File: src/rtl/serial_digit_adder_pkg.sv
// Shared types and helpers for the serial digit adder.
package serial_digit_adder_pkg;

  typedef enum logic [1:0] {
    IDLE = 2'd0,
    RUN  = 2'd1,
    DONE = 2'd2
  } state_t;

  // Number of digit slices needed to cover a full operand.
  function automatic int NUM_DIGITS(input int width, input int digit);
    return width / digit;
  endfunction

  // Digit counter width, never narrower than one bit.
  function automatic int CNT_WIDTH(input int num_digits);
    return (num_digits > 1) ? $clog2(num_digits) : 1;
  endfunction

endpackage

File: src/rtl/serial_digit_adder_digit.sv
// Combinational ripple-carry slice that adds one DIGIT-bit chunk per cycle.
module digit_adder #(
  parameter int DIGIT = 4
) (
  input  logic [DIGIT-1:0] a,
  input  logic [DIGIT-1:0] b,
  input  logic             ci,
  output logic [DIGIT-1:0] s,
  output logic             co,
  output logic             c_msb
);

  logic [DIGIT:0] c;

  assign c[0] = ci;

  // Classic full-adder cells chained bit by bit; c[i] is the carry into bit i.
  for (genvar i = 0; i < DIGIT; i++) begin : g_bit
    assign s[i]   = a[i] ^ b[i] ^ c[i];
    assign c[i+1] = (a[i] & b[i]) | (c[i] & (a[i] ^ b[i]));
  end

  assign co    = c[DIGIT];
  assign c_msb = c[DIGIT-1];

endmodule

File: src/rtl/serial_digit_adder.sv
// Multi-cycle adder/subtractor: one DIGIT-bit slice per RUN cycle, valid/ready on both sides.
module serial_digit_adder
  import serial_digit_adder_pkg::*;
#(
  parameter int WIDTH = 16,
  parameter int DIGIT = 4
) (
  input  logic             clk,
  input  logic             rst_n,
  input  logic             in_valid,
  output logic             in_ready,
  input  logic [WIDTH-1:0] a,
  input  logic [WIDTH-1:0] b,
  input  logic             sub,
  input  logic             cin,
  output logic             out_valid,
  input  logic             out_ready,
  output logic [WIDTH-1:0] sum,
  output logic             cout,
  output logic             ovf
);

  localparam int ND = NUM_DIGITS(WIDTH, DIGIT);
  localparam int CW = CNT_WIDTH(ND);

  if ((DIGIT < 1) || (DIGIT > WIDTH) || ((WIDTH % DIGIT) != 0)) begin : g_param_check
    $error("serial_digit_adder: WIDTH must be a nonzero multiple of DIGIT");
  end

  state_t           state_q;
  logic [CW-1:0]    cnt_q;
  logic [WIDTH-1:0] a_q;
  logic [WIDTH-1:0] b_q;
  logic [WIDTH-1:0] acc_q;
  logic             carry_q;

  logic [DIGIT-1:0] dig_s;
  logic             dig_co;
  logic             dig_cmsb;
  logic [WIDTH-1:0] dig_ext;
  logic [WIDTH-1:0] acc_next;
  logic             last_digit;

  // Operands shift right each cycle, so the active digit always sits in the low bits.
  digit_adder #(.DIGIT(DIGIT)) u_digit (
    .a     (a_q[DIGIT-1:0]),
    .b     (b_q[DIGIT-1:0]),
    .ci    (carry_q),
    .s     (dig_s),
    .co    (dig_co),
    .c_msb (dig_cmsb)
  );

  // New digits enter the accumulator at the top; after ND shifts it holds the whole result.
  always_comb begin
    dig_ext    = WIDTH'(dig_s);
    acc_next   = (acc_q >> DIGIT) | (dig_ext << (WIDTH - DIGIT));
    last_digit = (cnt_q == CW'(ND - 1));
  end

  // Control FSM plus all datapath registers; outputs are registered and only updated on the last digit.
  always_ff @(posedge clk or negedge rst_n) begin
    if (!rst_n) begin
      state_q   <= IDLE;
      in_ready  <= 1'b1;
      out_valid <= 1'b0;
      sum       <= '0;
      cout      <= 1'b0;
      ovf       <= 1'b0;
      cnt_q     <= '0;
      a_q       <= '0;
      b_q       <= '0;
      acc_q     <= '0;
      carry_q   <= 1'b0;
    end else begin
      case (state_q)
        IDLE: begin
          if (in_valid) begin
            a_q      <= a;
            b_q      <= sub ? ~b : b;
            carry_q  <= sub ? 1'b1 : cin;
            cnt_q    <= '0;
            in_ready <= 1'b0;
            state_q  <= RUN;
          end
        end
        RUN: begin
          a_q     <= a_q >> DIGIT;
          b_q     <= b_q >> DIGIT;
          acc_q   <= acc_next;
          carry_q <= dig_co;
          cnt_q   <= cnt_q + CW'(1);
          if (last_digit) begin
            sum       <= acc_next;
            cout      <= dig_co;
            ovf       <= dig_cmsb ^ dig_co;
            out_valid <= 1'b1;
            state_q   <= DONE;
          end
        end
        DONE: begin
          if (out_ready) begin
            out_valid <= 1'b0;
            in_ready  <= 1'b1;
            state_q   <= IDLE;
          end
        end
        default: begin
          state_q   <= IDLE;
          in_ready  <= 1'b1;
          out_valid <= 1'b0;
        end
      endcase
    end
  end

endmodule

File: config.mk
export PLATFORM = sky130hd
export DESIGN_NAME = serial_digit_adder
export DESIGN_NICKNAME = d
export VERILOG_FILES = /design/src/rtl/serial_digit_adder_pkg.sv /design/src/rtl/serial_digit_adder_digit.sv /design/src/rtl/serial_digit_adder.sv
export SDC_FILE = /design/constraint.sdc
export NUM_CORES = 1
export LEC_CHECK = 0
export CAP_MARGIN = 20
export CORE_UTILIZATION = 56
export CTS_BUF_LIST = sky130_fd_sc_hd__clkbuf_8 sky130_fd_sc_hd__clkbuf_16
export DETAILED_ROUTE_END_ITERATION = 10
export GPL_TIMING_DRIVEN = 0
export PLACE_DENSITY = 0.85
export SLEW_MARGIN = 10
export SYNTH_ARGS = -nofsm -noshare
export SYNTH_HDL_FRONTEND = slang
export SYNTH_HIERARCHICAL = 1
export SYNTH_SLANG_ARGS = --single-unit
File: constraint.sdc
create_clock -name clk -period 5.75 [get_ports clk]
set_clock_uncertainty 0.15 [all_clocks]
set_input_delay 0.8625 -clock clk [delete_from_list [all_inputs] [get_ports clk]]
set_output_delay 0.8625 -clock clk [all_outputs]
set_load 0.02 [all_outputs]
==> summary.md, run 1 <==
| Metric | Value |
|---|---|
| Critical path's top delay family | `adder cells` |
| Max-slew violations | `0` |
| Area growth syn-to-layout | `27.0%` |
| # hold bufs at CTS | `0` |
| Core area | `0.00547 mm2` |
| Buf/Inv on CP | `2` |
| Hold Crit Class | `input port to asynchronous set/reset pin` |
| Reg2reg start | `b_q[0]` |
| # H-tree levels | `3` |
| Clock power share | `0.181` |
| Period utilization | `0.440` |
| Setup Fix Bufs, Post-CTS | `0` |
| Starting Density | `0.581` |
| Reg power frac | `0.392` |
| Flops & latches, synth | `69` |
| Max-cap violations | `0` |
| Register area share after synthesis | `0.543` |
| Synthesis Warnings | `6` |
| Die W | `77.3 um` |
| Die footprint | `0.00598 mm2` |
| CTS root buf | `clkbuf_8` |
| Post-layout power | `2120 uW` |
| Layout cell share with drive strength beyond 1 | `0.137` |
| Crit-path cells | `fa_1, inv_1, fa_1, fa_1, inv_1, fa_1, mux2_2` |
| Die H | `77.3 um` |
| Via Count | `2469` |
| Port Buf Inserts | `56` |
| Fin crit period | `2.53 ns` |
| Final WL | `6960 um` |
| Status | `finished clean` |
| Synth Cell Area | `0.00318 mm2` |
| Critical Setup Path Class | `register to register` |
| Max-Slew Margin vs Limit | `0.610` |
| Most frequent CP cell | `fa_1` |
| Sw Pwr | `803 uW` |
| Clk buf depth | `2` |
| P_leak | `0.00181 uW` |
| Dpl cell area | `0.00385 mm2` |
| Top cell type's share of synthesized area | `0.535` |
| DP HPWL | `4930 um` |
| Synth Area per Inst | `10.6 um2` |
| Top post-synthesis cells by area | `dfrtp_1 54%, nand2_1 7.1%, mux2_2 6.0%` |
| Vias in the first global route | `2575` |
| Row count | `27` |
| PwrDens | `524 mW/mm2` |
| GRT Total Usage | `0.264` |
| Drt pass-1 iters | `5` |
| Routing usage on met1 | `0.334` |
| M3 GR Usage | `0.0541` |
| Total gr overflow | `0` |
| Post-DRT Antenna Nets | `0` |
| Clock slew at reported path FFs | `0.07 ns` |
| Cell accounting for the most synthesized area | `dfrtp_1` |
| IO Count | `58` |
| Crit-path max cell delay | `0.45 ns` |
| Post-Syn Instances | `299` |
| Layout Nets | `410` |
| RSZ-0062 raised after global routing | `false` |
| CTS tree | `yes` |
| Worst endpoint data arrival time | `2.61 ns` |
| DR vias/cell | `5.56` |
| Met2 Use GR | `0.440` |
| Worst-margin pin slew | `0.582 ns` |
| Slowest-stage cell, CP | `fa_1` |
| CP required | `5.83 ns` |
| CTS Sinks | `69` |
| RR Endpoint | `sum[15]` |
| Gr busiest metal | `met2` |
| Worst reg2reg path depth | `7` |
| Clk_lat worst skew | `0.34 ns` |
| Number of buffers created by CTS | `9` |
| Final Setup Violations | `0` |
| Switching Fraction | `0.380` |
| Combinational Power Share | `0.427` |
| Initial antenna violation count | `0` |
| DRC viols | `0` |
| Syn Nets | `342` |
| CP endpoint kind | `register` |
| Max VDD drop | `271 uV` |
| Ant. Diodes | `0` |
| Total negative slack | `0 ns` |
| Achievable Freq | `395 MHz` |
| Critical Path Start | `b_q[0]` |
| Internal | `1310 uW` |
| Largest net degree at the start of global routing | `40` |
| First-pass GRT wire length | `12000 um` |
| Post-route design area | `0.00404 mm2` |
| Hold Fails Final Rpt | `0` |
| Starting DRT DRC Count | `107` |
| Reg2reg setup slack | `3.22 ns` |
| Crit path max fanout | `3` |
| WL/cell | `15.7 um` |
| CP Launch Type | `register` |
| Unique masters post-synth | `32` |
| Gpl congestion | `0.787` |
| Post_cts resized | `0` |
worst max path at each step:
stage / endpoint / slack (ns) / cells past startpoint
finish: sum[15] / 3.22 / 7
global route: sum[15] / 3.14 / 7
CTS: sum[15] / 3.21 / 7
detailed placement: b_q[4] / 3.11 / 4
global placement: b_q[13] / 1.43 / 1
floorplan: sum[15] / 3.41 / 7
placed cells by master (no fill, tap or decap), types with 2 or more instances in the layout:
cell type / n
a22o_1: 4
inv_1: 14
nor2b_1: 9
clkdlybuf4s50_1: 55
xor2_1: 8
o32ai_1: 4
mux2_2: 17
xnor2_1: 9
clkbuf_1: 7
buf_4: 3
clkbuf_8: 10
fa_1: 4
nand2_1: 60
nor2_1: 4
o211ai_1: 4
o21ai_0: 25
nand2b_1: 2
a221o_1: 8
a21oi_1: 10
dfrtp_1: 68
clkinv_2: 4
a22oi_1: 16
buf_2: 12
and2b_1: 2
routing by layer:
metal	part of all wire	vias to the layer above	routed length (um)
li1	-	1155	-
met5	0	-	0
met2	0.50	88	3480
met4	0.016	0	108
met3	0.051	12	352
met1	0.43	1214	3020
metrics by stage:
step	cells	worst slack [ns]	hold slack, ns	util
after floorplan	299	3.41	0.292	-
after global placement	427	1.43	0.306	0.700
after detailed placement	428	3.11	0.313	0.703
after CTS	444	3.21	0.309	0.738
after global routing	444	3.14	0.323	0.738
final	444	3.22	0.293	0.738
cell type report:
cell class                 instances  area, um2
multi-input combinational        195       1300
clock inverter                     6       53.8
sequential                        69       1730
timing repair buffer              57        578
inverter                          13       48.8
clock buffer                      10        138
tap                               72       90.1
buffer                            22        106
fill                             410       1430
Yosys cell counts:
cell      instances
dfrtp_1          68
nand2_1          60
o21ai_0          25
mux2_2           17
a22oi_1          16
inv_1            13
buf_2            12
a21oi_1          10
nor2b_1           9
xnor2_1           9
a221o_1           8
xor2_1            8
clkbuf_1          7
a22o_1            4
fa_1              4
nor2_1            4
o211ai_1          4
o32ai_1           4
and2b_1           2
buf_4             2
nand2b_1          2
a32o_1            1
and2_0            1
clkbuf_2          1
dfstp_2           1
ha_1              1
nand3b_1          1
nor3_1            1
o21a_1            1
o21bai_2          1
o31ai_1           1
or3b_1            1
kinds of logic (layout without fill, tap and decap cells):
| kind of cell | Yosys count | count (layout) | share of synthesized area |
|---|---|---|---|
| muxes | 17 | 17 | 0.0602 |
| and+or+nand+nor | 81 | 81 | 0.111 |
| buffers and inverters | 35 | 108 | 0.0488 |
| xor gates and xnor gates | 17 | 17 | 0.0468 |
| DFF | 69 | 69 | 0.543 |
| AOI/OAI and AO/OA | 75 | 75 | 0.161 |
| adders and majority gates | 5 | 5 | 0.0291 |
registers in the layout, indices dropped and copies added (netlist names):
name,cells
a_q,16
acc_q,12
b_q,16
carry_q,1
cnt_q,2
cout,1
in_ready,1
out_valid,1
ovf,1
state_q,2
sum,16
power groups by stage:
stage          Combinational [uW]  Clock (uW)  Sequential, uW
2_1_floorplan                 529           0             876
3_3_place_gp                  868           0             824
3_5_place_dp                  904           0             838
4_1_cts                       912         387             830
5_1_grt                      1010         410             857
6_report                      904         384             829
Note: power is estimated with default switching activity, not from simulation.
==> inputs of run 2 (changes only) <==
--- a/config.mk
+++ b/config.mk
@@ -6,11 +6,11 @@
 export NUM_CORES = 1
 export LEC_CHECK = 0
 export CAP_MARGIN = 20
-export CORE_UTILIZATION = 56
+export CORE_UTILIZATION = 52
 export CTS_BUF_LIST = sky130_fd_sc_hd__clkbuf_8 sky130_fd_sc_hd__clkbuf_16
 export DETAILED_ROUTE_END_ITERATION = 10
 export GPL_TIMING_DRIVEN = 0
-export PLACE_DENSITY = 0.85
+export PLACE_DENSITY = 0.79
 export SLEW_MARGIN = 10
 export SYNTH_ARGS = -nofsm -noshare
 export SYNTH_HDL_FRONTEND = slang
==> constraint.sdc (replaced) <==
create_clock -name clk -period 2.5 [get_ports clk]
set_clock_uncertainty 0.15 [all_clocks]
set_input_delay 0.375 -clock clk [delete_from_list [all_inputs] [get_ports clk]]
set_output_delay 0.375 -clock clk [all_outputs]
set_load 0.02 [all_outputs]
==> summary.md, run 2 (synthesis gave the netlist of run 1 again) <==
| Metric | Value |
|---|---|
| First-pass GRT wire length | `11500 um` |
| RSZ-0062 raised after global routing | `false` |
| Final Non-Filler Cells | `450` |
| DRC viols | `0` |
| Most frequent cells in the layout | `68 x dfrtp_1, 60 x nand2_1, 55 x clkdlybuf4s50_1` |
| CTS Sinks | `69` |
| Critical Setup Path Class | `register to register` |
| CP required | `2.58 ns` |
| Largest registers | `a_q: 16 flops, b_q: 16 flops, sum: 16 flops` |
| Total gr overflow | `0` |
| Crit path max fanout | `3` |
| Number of buffers created by CTS | `9` |
| Largest net degree at the start of global routing | `47` |
| Final Setup Violations | `0` |
| Max-Slew Margin vs Limit | `0.623` |
| Worst endpoint data arrival time | `2.52 ns` |
| CP endpoint kind | `register` |
| Achievable Freq | `410 MHz` |
| Placed Cells incl. Taps | `431` |
| Die H | `80.2 um` |
| Fillers | `478` |
| Status | `finished clean` |
| Post-DRT Antenna Nets | `0` |
| DR vias/cell | `5.39` |
| Starting DRT DRC Count | `104` |
| Final WL | `6810 um` |
| Most common cell after layout, fill and taps aside | `dfrtp_1` |
| Area growth syn-to-layout | `28.4%` |
| Layout Nets | `413` |
| Max-slew violations | `0` |
| Multi-input logic area | `0.00130 mm2` |
| Clk buf depth | `2` |
| CTS root buf | `clkbuf_8` |
| Reg2reg setup slack | `0.06 ns` |
| IO Count | `58` |
| CP Launch Type | `register` |
| WL/cell | `15.1 um` |
| Clk_lat worst skew | `0.34 ns` |
| Layout cell share with drive strength beyond 1 | `0.149` |
| P_leak | `0.00182 uW` |
| Ant. Diodes | `0` |
| PwrDens | `1200 mW/mm2` |
| Starting Density | `0.537` |
| Vias in the first global route | `2394` |
| DP HPWL | `4850 um` |
| # H-tree levels | `3` |
| Max-cap violations | `0` |
| Clock slew at reported path FFs | `0.07 ns` |
| Die W | `80.2 um` |
| Initial antenna violation count | `0` |
| Port Buf Inserts | `56` |
| Die footprint | `0.00643 mm2` |
| Row count | `28` |
| Register area | `0.00173 mm2` |
| Gpl congestion | `0.785` |
| Fin crit period | `2.44 ns` |
| Hold Crit Class | `input port to asynchronous set/reset pin` |
| CTS tree | `yes` |
| Hold Fails Final Rpt | `0` |
| Total negative slack | `0 ns` |
| GRT Total Usage | `0.237` |
| Period utilization | `0.976` |
| Core area | `0.00592 mm2` |
| Worst-margin pin slew | `0.564 ns` |
| Drt pass-1 iters | `4` |
| Via Count | `2426` |
| Max VDD drop | `653 uV` |
## run 2: changes by cell type in the layout (fill, tap and decap cells not counted)
cell	previous run	this run
buf_4	3	5
inv_1	14	12
clkinvlp_4	0	1
buf_16	0	1
inv_2	0	1
bufinv_16	1	0
clkinv_2	4	2
buf_12	1	0
clkbuf_8	10	13
fa_2	0	1
fa_1	4	3
dlygate4sd3_1	0	1
## run 2: report_power, final
group | switching, uW | total, uW | internal [uW]
Combinational | 1140 | 2120 | 978
Sequential | 301 | 1900 | 1600
Clock | 414 | 879 | 465
Total | 1850 | 4900 | 3040
## run 2: final timing paths
| kind | startpoint | end | depth (start not counted) |
|---|---|---|---|
| setup / recovery | b_q[0] | sum[15] | 7 |
| hold / removal | rst_n | sum[1] | 2 |
| setup reg to reg | b_q[0] | sum[15] | 7 |
| hold reg to reg | acc_q[6] | acc_q[6] | 2 |
| max in group asynchronous | rst_n | a_q[3] | 3 |
| min in group clk | acc_q[6] | acc_q[6] | 2 |
## run 2: timing repair
action,CTS,global route
endpoints found under the hold margin,22,0
hold buffers,1,0
gates resized for setup,0,2
buffers inserted,0,2
endpoints found under the setup margin,0,1
## run 2: area by class of cell
class                   instances  share of cell area
multi-input cells             195               0.318
well taps                      75              0.0230
inverters                      13              0.0120
flip-flops and latches         69               0.423
clock buffers                  13              0.0438
clock inverters                 3             0.00429
plain buffers                  22              0.0260
repair buffers                 60               0.150
## run 2: critical path, cell delays in order, from the launching register on
cell	delay (ns)
dfrtp_1	0.42
fa_1	0.19
inv_1	0.05
fa_1	0.38
fa_2	0.35
inv_2	0.08
fa_1	0.44
mux2_2	0.28
## run 2: layer usage
| metal | GRT usage | part of all wire |
|---|---|---|
| met3 | 0.0398 | 0.047 |
| met4 | 0.0804 | 0.010 |
| met2 | 0.391 | 0.50 |
| met1 | 0.318 | 0.44 |
| met5 | 0 | 0 |
## run 2: per-stage QoR
step	cell area [um2]	utilization	total power, uW	worst slack (ns)	hold slack [ns]
final	4080	0.690	4900	0.0602	0.322
after global routing	4080	0.690	5240	0.00136	0.361
after CTS	4070	0.687	4890	0.0111	0.331
after detailed placement	3860	0.652	4000	0.0147	0.148
after global placement	3830	0.648	3900	-1.37	0.305
after floorplan	3180	-	3230	0.157	-0.0706
==> RTL edit 1: new RTL, settings of run 1 <==
Re-encode `state_t` (3 states) as one-hot, 3 bits wide.
--- a/src/rtl/serial_digit_adder_pkg.sv
+++ b/src/rtl/serial_digit_adder_pkg.sv
@@ -2,8 +2,8 @@
 package serial_digit_adder_pkg;
 
-  typedef enum logic [1:0] {
-    IDLE = 2'd0,
-    RUN  = 2'd1,
-    DONE = 2'd2
+  typedef enum logic [2:0] {
+    IDLE = 3'b001,
+    RUN  = 3'b010,
+    DONE = 3'b100
   } state_t;
 
Check against the original RTL: no difference found for any inputs over 10 cycles, from zero or initial values and one cycle with rst_n low; not proved beyond that.
==> RTL edit 1 against run 1 <==
- combinational power shrank 20%
- power shrank 11%
- area after synthesis grew 1.0%
- count of clock-buffer cells in the layout shrank 1
- maximum frequency grew 0.81%
- worst setup slack gained 0.020 ns
- final area grew 0.19%
- routed wire length shrank 8.8%
- sequential cell count grew 1
- critical path type is now flop to output pin
- largest power group is now registers
==> RTL edit 1: results (changes against run 1) <==
** Outcome
- The run finished with clean final reports.

** Detailed routing
- Number of vias after detailed routing :: 2250 (-8.9%)
- The DRC marker count from the first detailed-route iteration was 138 (+29%).
- Count of TritonRoute iterations in the first routing pass :: 5 (unchanged)
- Post-detailed-route via-to-cell ratio :: 5.28 (-5.0%)
- Routed wire per std cell :: 14.9 um (-5.0%)

** STA
- The worst slack on hold paths was 0.287 ns (-0.00655 ns).
- The slew at the pin with the worst max-slew slack is 0.563 ns (-0.0198 ns).
- The final critical-path share of the clock period was 43.7% (-0.36 points).

** Logic synthesis
- Sequential-to-total area share from yosys stat :: 54.6% (+0.27 points)
- Leading post-synthesis cells by cell area :: dfrtp_1 53%, nand2_1 5.1%, mux2_4 4.7%
- Most numerous cell types in the synthesized netlist :: 68 x dfrtp_1, 44 x nand2_1, 27 x inv_1
- The synthesized net count came to 324 (-5.3%).
- The number of distinct library cells after synthesis is 34 (+6.3%).

** Pwr
- Cell-internal power :: 1.20 mW (-8.8%)
- The combinational power was 0.724 mW (-20%).
- Sequential group share of total power :: 43.8% (+4.6 points)
- Lkg Pwr :: 1.98 nW (+9.0%)
- Switching power share of the total :: 36.5% (-1.5 points)
- IR Drop Worst-Case VDD :: 0.000234 V (-14%)

** Setup path
- Capture point of the critical path :: in_ready
- The biggest fanout along the worst timing path was 4 (+1).
- The worst stage delay on the critical path is 0.60 ns (+0.15 ns).
- The cell family contributing the most delay on the critical path is buffers and inverters.
- Worst Setup SP :: in_ready
- End of the worst register-to-register path :: ovf
- Cell at the slowest stage of the critical path :: clkdlybuf4s50_1
- Startpoint of the worst register-to-register path :: a_q[0]

** Place
- The routability congestion estimate from global placement came to 0.809 (+2.9%).
- The cell area reported after detailed placement was 3880 um2 (+0.85%).
- The placed wire-length estimate was 4630 um (-6.1%).
- Placed Cells :: 410 (-4.2%)

** GRT
- The total global routing track utilization came to 23.5% (-2.9 points).
- The pin count of the biggest net entering global routing was 45 (+13%).

** Cells and area
- Share of post-route cells with drive strength above 1 :: 15.8% (+2.1 points)
==> RTL edit 1: changes by cell type in the layout (fill, tap and decap cells not counted), moves of 7 or more <==
cell / run 1 / this run
o21ai_0: 25 / 8
a21oi_1: 10 / 19
a22oi_1: 16 / 0
xor2_1: 8 / 17
nand2_1: 60 / 44
nor2b_1: 9 / 0
o22ai_1: 0 / 18
buf_6: 0 / 7
mux2_2: 17 / 8
a221o_1: 8 / 0
xnor2_1: 9 / 0
mux2_4: 0 / 10
inv_1: 14 / 28
==> RTL edit 1: cell families (layout without fill, tap and decap cells) <==
kind of cell | count (synthesis) | in the layout | share of synthesized area [%]
adder cells (fa/ha/maj) | 5 | 5 | 2.88
buffers and inverters | 44 | 117 | 7.17
AO/OA/AOI/OAI | 59 | 59 | 11.5
flip-flops | 70 | 70 | 54.6
AND/OR/NAND/NOR | 62 | 62 | 9.82
XOR/XNOR | 17 | 17 | 4.64
multiplexers | 24 | 24 | 9.35
==> RTL edit 1: worst register-to-register path, cell delays in order, from the launching register on <==
cell	delay, ns
dfrtp_1	0.40
fa_1	0.41
inv_1	0.08
fa_1	0.19
fa_1	0.19
inv_1	0.07
fa_1	0.44
xor2_1	0.19
mux2_2	0.26
==> RTL edit 1: area by class of cell <==
class / instances / area, um2
Sequential cell: 70 / 1750
Fill cell: 391 / 1460
Multi-Input combinational cell: 167 / 1230
Timing Repair Buffer: 57 / 578
Buffer: 17 / 129
Clock buffer: 9 / 124
Inverter: 27 / 101
Tap cell: 72 / 90.1
Clock inverter: 7 / 42.5
==> RTL edit 1: routing by layer <==
metal	vias up	global-route usage, %	wire length, um
met1	1098	29.4	2700
met5	-	0	0
met2	63	39.3	3250
li1	1079	-	-
met3	10	4.12	291
met4	0	11.5	102
==> RTL edit 2: new RTL, flow settings as in run 1 <==
Made on the original files. `WIDTH`: 16 -> 20.
--- a/src/rtl/serial_digit_adder.sv
+++ b/src/rtl/serial_digit_adder.sv
@@ -3,5 +3,5 @@
   import serial_digit_adder_pkg::*;
 #(
-  parameter int WIDTH = 16,
+  parameter int WIDTH = 20,
   parameter int DIGIT = 4
 ) (
Ports: changed (resized a, b and sum); port bits go from 58 to 70. No check against the original RTL was run, so the function may have changed too.
==> RTL edit 2 against run 1 <==
- routed wire length rose by 27%
- via count rose by 25%
- sequential cell count rose by 17
- area after synthesis rose by 28%
- highest routed layer unchanged
- final area rose by 25%
- combinational power rose by 21%
- synthesized cell count rose by 19%
- worst setup slack got worse by 0.0090 ns
- first-iteration DRC count rose by 29%
- power rose by 18%
- critical path depth did not move
==> RTL edit 2: results (changes against run 1) <==
** Logic synthesis
- By area the synthesized netlist is led by dfrtp_1 52%, mux2_1 11%, a22oi_1 4.4%.
- The synthesized-area fraction occupied by adder cells is 2.59% (-0.33 points).
- Synthesized area divided by synthesized cell count :: 11.4 um2 (+7.1%)
- The xor and xnor fraction of the mapped netlist area was 4.52% (-0.16 points).
- Most numerous cell types in the synthesized netlist :: 85 x dfrtp_1, 38 x mux2_1, 27 x o21ai_1
- The number of distinct library cells after synthesis is 30 (-6.3%).
- The synthesized net count came to 409 (+20%).
- Sequential-to-total area share from yosys stat :: 53.0% (-1.4 points)
- The multiplexer share of the synthesized area was 10.8% (+4.8 points).
- Compound-Gate Fraction of Synth Area :: 16.8% (+0.71 points)

** Cells and area
- The number of nets in the final layout was 490 (+20%).
- The share of post-route cells with drive strength above 1 came to 7.47% (-6.2 points).
- Fill cell count :: 516 (+26%)

** Place
- The placed wire-length estimate was 6470 um (+31%).
- Worst slack at placement :: 3.03 ns (-0.0816 ns)
- Placed Cells :: 523 (+22%)
- Buffers added on ports :: 69 (+23%)
- Placed Instance Area :: 4900 um2 (+27%)

** Setup path
- The arrival time at the worst endpoint was 2.62 ns (about the same).
- In this run the worst setup path terminates at acc_q[19].
- R2R setup slack :: 3.21 ns (about the same)

** Detailed routing
- Total routed wirelength :: 8870 um (+27%)
- The wire length on met3 is 376 um (+6.8%).
- Detailed-route wire length on metal 1 :: 3860 um (+28%)
- The routed length on met2 came to 4480 um (+29%).
- The via count came to 3086 (+25%).
- Number of DRC violations after detailed-routing iteration 0 :: 138 (+29%)
- Count of TritonRoute iterations in the first routing pass :: 4 (-1)

** GRT
- The met2 usage in global routing is 45.0% (+0.97 points).
- Maximum number of pins on one net before global-route repair :: 54 (+35%)
- The met3 demand-to-capacity share in global routing is 3.70% (-1.7 points).

** Pwr
- The clock network fraction of total power was 14.6% (-3.5 points).
- IR Drop Worst-Case VDD :: 0.000213 V (-21%)
- The clock distribution power was 0.365 mW (-5%).

** STA
- The worst slack on hold paths came to 0.315 ns (+0.0220 ns).
- Final period util :: 44.2% (+0.16 points)

** Outcome
- Run status :: complete, no violations
==> RTL edit 2: cell count changes after synthesis, sizes merged, moves of 3 or more <==
cell	before	now
mux2	17	39
nor2b	9	25
a21oi	10	24
o32ai	4	7
nand2	60	19
nor2	4	7
o21ai	25	28
a22oi	16	24
dfrtp	68	85
xnor2	9	17
clkbuf	8	13
inv	13	17
xor2	8	4
o211ai	4	7
==> RTL edit 2: critical path, stage by stage, from the launching register on <==
cell	delay (ns)
dfrtp_1	0.43
fa_1	0.19
inv_1	0.05
fa_1	0.38
fa_1	0.36
inv_1	0.11
fa_1	0.45
mux2_1	0.31
==> RTL edit 2: layout make-up <==
cell class	instances	area (um2)	share of cell area, %
repair buffers	70	716	14.1
well taps	96	120	2.37
flip-flops and latches	86	2150	42.5
inverters	17	63.8	1.26
clock inverters	5	28.8	0.568
clock buffers	10	138	2.72
multi-input cells	226	1720	33.9
plain buffers	28	130	2.57
